[src/rtl/xmit_priority_sched.sv]
// Strict-priority frame scheduler with lo starvation guard, illegal-length drop and fixed IFG.
// Latency: ctrl_rd in N, first byte N+2; backpressure: tx_byte_rdy low holds the byte, drops ignore it.
module xmit_priority_sched #(
  parameter int MIN_LEN    = 64,
  parameter int MAX_LEN    = 1518,
  parameter int IFG_CYCLES = 12,
  parameter int STARVE_MAX = 4
) (
  input  logic        clk_sys,
  input  logic        reset,
  input  logic        hi_ctrl_valid,
  input  logic [23:0] hi_ctrl_in,
  output logic        hi_ctrl_rd,
  input  logic [7:0]  hi_data_in,
  output logic        hi_data_rd,
  input  logic        lo_ctrl_valid,
  input  logic [23:0] lo_ctrl_in,
  output logic        lo_ctrl_rd,
  input  logic [7:0]  lo_data_in,
  output logic        lo_data_rd,
  input  logic        tx_byte_rdy,
  output logic        tx_byte_valid,
  output logic [7:0]  tx_data,
  output logic        tx_sof,
  output logic        tx_eof,
  output logic [11:0] tx_tag,
  output logic        discard_en,
  output logic        busy
);
  typedef enum logic [2:0] {IDLE, LOAD, XMIT, DROP, GAP} state_t;

  localparam int SW = $clog2(STARVE_MAX + 2);
  localparam int GW = (IFG_CYCLES > 1) ? $clog2(IFG_CYCLES) : 1;
  localparam logic [SW-1:0] STREAK_MAX = SW'(STARVE_MAX);
  localparam logic [GW-1:0] IFG_LAST   = GW'((IFG_CYCLES > 0) ? IFG_CYCLES - 1 : 0);
  localparam state_t AFTER_FRAME = (IFG_CYCLES == 0) ? IDLE : GAP;

  state_t        state, state_nx;
  logic [11:0]   len_q, tag_q, byte_cnt;
  logic          sel_lo, first_q, data_rd;
  logic [SW-1:0] streak;
  logic [GW-1:0] ifg_cnt;
  logic          grant_any, grant_lo, len_bad, last_byte;

  assign grant_any = hi_ctrl_valid | lo_ctrl_valid;
  assign grant_lo  = lo_ctrl_valid & (~hi_ctrl_valid | (streak == STREAK_MAX));
  assign len_bad   = (len_q < 12'(MIN_LEN)) | (len_q > 12'(MAX_LEN));
  assign last_byte = (byte_cnt == 12'd1);
  assign busy      = (state != IDLE);

  always_comb begin
    state_nx      = state;
    hi_ctrl_rd    = 1'b0;
    lo_ctrl_rd    = 1'b0;
    data_rd       = 1'b0;
    tx_byte_valid = 1'b0;
    tx_data       = 8'h00;
    tx_sof        = 1'b0;
    tx_eof        = 1'b0;
    case (state)
      IDLE: begin
        // Gated by the reset pin so no pop can escape while reset is held.
        if (grant_any && reset) begin
          hi_ctrl_rd = ~grant_lo;
          lo_ctrl_rd = grant_lo;
          state_nx   = LOAD;
        end
      end
      LOAD: begin
        if (!len_bad)           state_nx = XMIT;
        else if (len_q == '0)   state_nx = AFTER_FRAME;
        else                    state_nx = DROP;
      end
      XMIT: begin
        tx_byte_valid = 1'b1;
        tx_data       = sel_lo ? lo_data_in : hi_data_in;
        tx_sof        = first_q;
        tx_eof        = last_byte;
        data_rd       = tx_byte_rdy;
        if (tx_byte_rdy && last_byte) state_nx = AFTER_FRAME;
      end
      DROP: begin
        data_rd = 1'b1;
        if (last_byte) state_nx = AFTER_FRAME;
      end
      GAP: begin
        if (ifg_cnt == IFG_LAST) state_nx = IDLE;
      end
      default: state_nx = IDLE;
    endcase
  end

  assign hi_data_rd = data_rd & ~sel_lo;
  assign lo_data_rd = data_rd & sel_lo;

  always_ff @(posedge clk_sys or negedge reset) begin
    if (!reset) begin
      state      <= IDLE;
      len_q      <= '0;
      tag_q      <= '0;
      byte_cnt   <= '0;
      sel_lo     <= 1'b0;
      first_q    <= 1'b0;
      streak     <= '0;
      ifg_cnt    <= '0;
      tx_tag     <= '0;
      discard_en <= 1'b0;
    end else begin
      state      <= state_nx;
      discard_en <= 1'b0;
      case (state)
        IDLE: begin
          if (grant_any) begin
            len_q  <= grant_lo ? lo_ctrl_in[11:0]  : hi_ctrl_in[11:0];
            tag_q  <= grant_lo ? lo_ctrl_in[23:12] : hi_ctrl_in[23:12];
            sel_lo <= grant_lo;
            // Streak only grows while lo is actually being held off.
            if (grant_lo || !lo_ctrl_valid) streak <= '0;
            else if (streak != STREAK_MAX)  streak <= streak + 1'b1;
          end
        end
        LOAD: begin
          byte_cnt <= len_q;
          tx_tag   <= tag_q;
          first_q  <= 1'b1;
          if (len_q == '0) discard_en <= 1'b1;
        end
        XMIT: begin
          if (tx_byte_rdy) begin
            byte_cnt <= byte_cnt - 1'b1;
            first_q  <= 1'b0;
          end
        end
        DROP: begin
          byte_cnt <= byte_cnt - 1'b1;
          if (last_byte) discard_en <= 1'b1;
        end
        GAP: begin
          ifg_cnt <= (ifg_cnt == IFG_LAST) ? '0 : ifg_cnt + 1'b1;
        end
        default: ;
      endcase
    end
  end
endmodule

[config.mk]
export PLATFORM = sky130hd
export DESIGN_NAME = xmit_priority_sched
export DESIGN_NICKNAME = d
export VERILOG_FILES = /design/src/rtl/xmit_priority_sched.sv
export SDC_FILE = /design/constraint.sdc
export NUM_CORES = 1
export LEC_CHECK = 0
export ABC_AREA = 1
export CORE_MARGIN = 2
export CORE_UTILIZATION = 43
export DETAILED_ROUTE_END_ITERATION = 8
export PLACE_DENSITY = 0.79
export SYNTH_ARGS = -nofsm -noshare
export SYNTH_HDL_FRONTEND = slang
export SYNTH_SLANG_ARGS = --single-unit
[constraint.sdc]
create_clock -name clk_sys -period 1.5 [get_ports clk_sys]
set_input_delay 0.3 -clock clk_sys [delete_from_list [all_inputs] [get_ports clk_sys]]
set_output_delay 0.3 -clock clk_sys [all_outputs]
set_load 0.005 [all_outputs]
==> impl_metrics.toml <==
[grt]
grt_pass1_wl_um = 17500
grt_pass1_vias = 3688
antenna_found_initial = 0
grt_max_degree = 62
grt_overflow_total = 0
track_usage = 0.264

[place]
dp_slack_ns = -0.618
port-buffer-count = 97
dpl.hpwl_um = 6920
placed_area_sq_um = 4660
gp_congestion = 0.888

[run_status]
violations = "negative setup slack"
status = "finished with violations"

[floorplanning]
initial_core_util = 0.445
die_area_sq_um = 8250
die_x_um = 90.8
rows = 31
coreArea_sq_um = 7290
die_h_um = 90.8
io_pins = 98

[critical_path]
crit_buf_inv = 3
cpPeakStageDelay_ns = 0.35
cp_max_fo = 3
start_kind = "flop"
crit_path_top_delay_cell = "dfrtp_1"
critical_path.cell_chain = "buf_4 > inv_4 > nor2_8 > nand2_4 > nor2_4 > nor2_2 > nor2_1 > buf_2"
arrival_ns = 1.52
end_kind = "primary output"
crit_family = "simple AND/OR/NAND/NOR gates"
critPathKind = "reg2out"
critical_path_required_ns = 1.20

[yosys]
yosys_warnings = 0
yosys.area.top_type = "dfrtp_1"
netlist.area_leader.share = 0.471
synth_area_leaders = "dfrtp_1 (47%), o21ai_0 (10%), nand2_1 (9.8%)"
synth-main-ff-cell = "dfrtp_1"
avgSynthCellArea_sq_um = 7.69
synth-edff-count = 0
syn_inst = 422
syn-num-nets = 496
async_reset_ff_frac = 1.00
ys_seq_area_frac = 0.471
synth_area_sq_um = 3240
ys_types = 30
ys_seq_elements = 61

[sta]
clock.fmax_ghz = 0.550
period_share = 1.21
tightest_slew_ns = 0.795
fin_crit_ns = 1.82
finalHoldViolations = 0
drv_slew = 0
layout_setup_ws_ns = -0.318
fin_worst_skew_ns = 0.00852
rsz0062_at_grt = "true"
holdWs_ns = 0.211
setup_violations = 56
slew_headroom = 0.470

[final_layout]
drive_gt1_frac = 0.285
fillers = 513
fin_area_sq_um = 5280
mostFrequentLayoutCells = "nand2_1 (78), clkdlybuf4s50_1 (68), dfrtp_1 (60)"
syn2layout_area_growth_pct = 62.7
antennaDiodeCount = 0
layout_commonest_cell = "nand2_1"
final_nets = 653

[clock_tree]
htreeDepth = 3
clk_pin_slew_worst_paths_ns = 0.07
cts-root-buf = "clkbuf_8"
numCtsBuffers = 9
clock_latency_ns = 0.34
cts.sink_count = 61
clockBufferDepth = 2
cts_tree = "done"
hold_buffers = 0

[power]
p_leak_nw = 2.46
total_power_w = 0.0107
vdd_ir_drop_max_mv = 0.867
p_per_area_nw_per_um2 = 2020

[drt]
vias = 3584
drc = 0
drtIter0Drc = 274
viasPerCell = 5.26
final_antenna_net_count = 0
wl_um = 11000
dr.pass1.iters = 5
routedWlPerCell_um = 16.1

[worst_hold_path]
hold_class = "in2async"

[job]
drv_cap = 0
path summary, 6_finish.rpt:
path,startpoint,to,slack (ns),depth (start not counted)
setup reg to reg,state[1],byte_cnt[4],-0.26,11
max in group asynchronous,reset,state[2],0.70,2
min in group clk_sys,ifg_cnt[3],ifg_cnt[3],0.48,1
setup / recovery,state[1],hi_data_rd,-0.32,8
hold reg to reg,ifg_cnt[3],ifg_cnt[3],0.48,1
hold / removal,reset,byte_cnt[7],0.21,2
cell type report:
class / count / area, sq um / share of cell area
inverters: 54 / 213 / 0.0403
clock inverters: 4 / 95.1 / 0.0180
flip-flops and latches: 61 / 1530 / 0.290
repair buffers: 161 / 1480 / 0.280
multi-input cells: 292 / 1690 / 0.320
clock buffers: 11 / 151 / 0.0287
well taps: 99 / 124 / 0.0235
power by group:
group	internal, W	leakage [nW]	switching [W]
sequential	0.00241	0.761	0.000477
clock	0.00118	0.125	0.000646
combinational	0.00276	1.58	0.00320
Yosys cell counts (2+ instances only):
cell,instances
a21oi_1,18
a22o_1,2
buf_2,10
clkbuf_1,4
dfrtp_1,61
ha_1,5
inv_1,48
inv_2,5
nand2_1,85
nand3_1,9
nand4_1,5
nor2_1,55
nor2_2,2
nor3_1,4
o21ai_0,66
o21ai_1,3
o21ai_2,4
o22ai_1,23
xnor2_1,2
layer usage:
layer  global-route usage  wire length, um  up-vias
met5                    0                0        -
met4                0.110              253        0
met3               0.0684              618       27
met2                0.461             5730      124
met1                0.309             4370     1728
li1                     -                -     1705
cell families after synthesis:
family                     share of synthesized area
AOI/OAI and AO/OA                              0.209
xor gates and xnor gates                     0.00540
adders and majority gates                     0.0193
buffers and inverters                         0.0883
DFF                                            0.471
and+or+nand+nor                                0.207
what timing repair did:
action / CTS / global route
resized for setup: 146 / 43
setup buffers: 16 / 4
setup endpoints to repair: 78 / 73
endpoints found under the hold margin: 0 / 0
pin swaps: 13 / 11
cloned: 3 / 1
registers in the layout (all words and copies together), names as in the netlist, 3 cells and up:
register,cells
state,3
ifg_cnt,4
tx_tag,12
len_q,12
streak,3
tag_q,12
byte_cnt,12
through the flow:
| step | util | TNS [ns] | cells |
|---|---|---|---|
| floorplan | - | 0 | 422 |
| global placement | 0.639 | -12.40 | 646 |
| detailed placement | 0.639 | -14.71 | 646 |
| CTS | 0.703 | -6.72 | 678 |
| global route | 0.724 | -14.53 | 682 |
| finish | 0.724 | -10.16 | 682 |
Power figures use the tool's default switching activity.
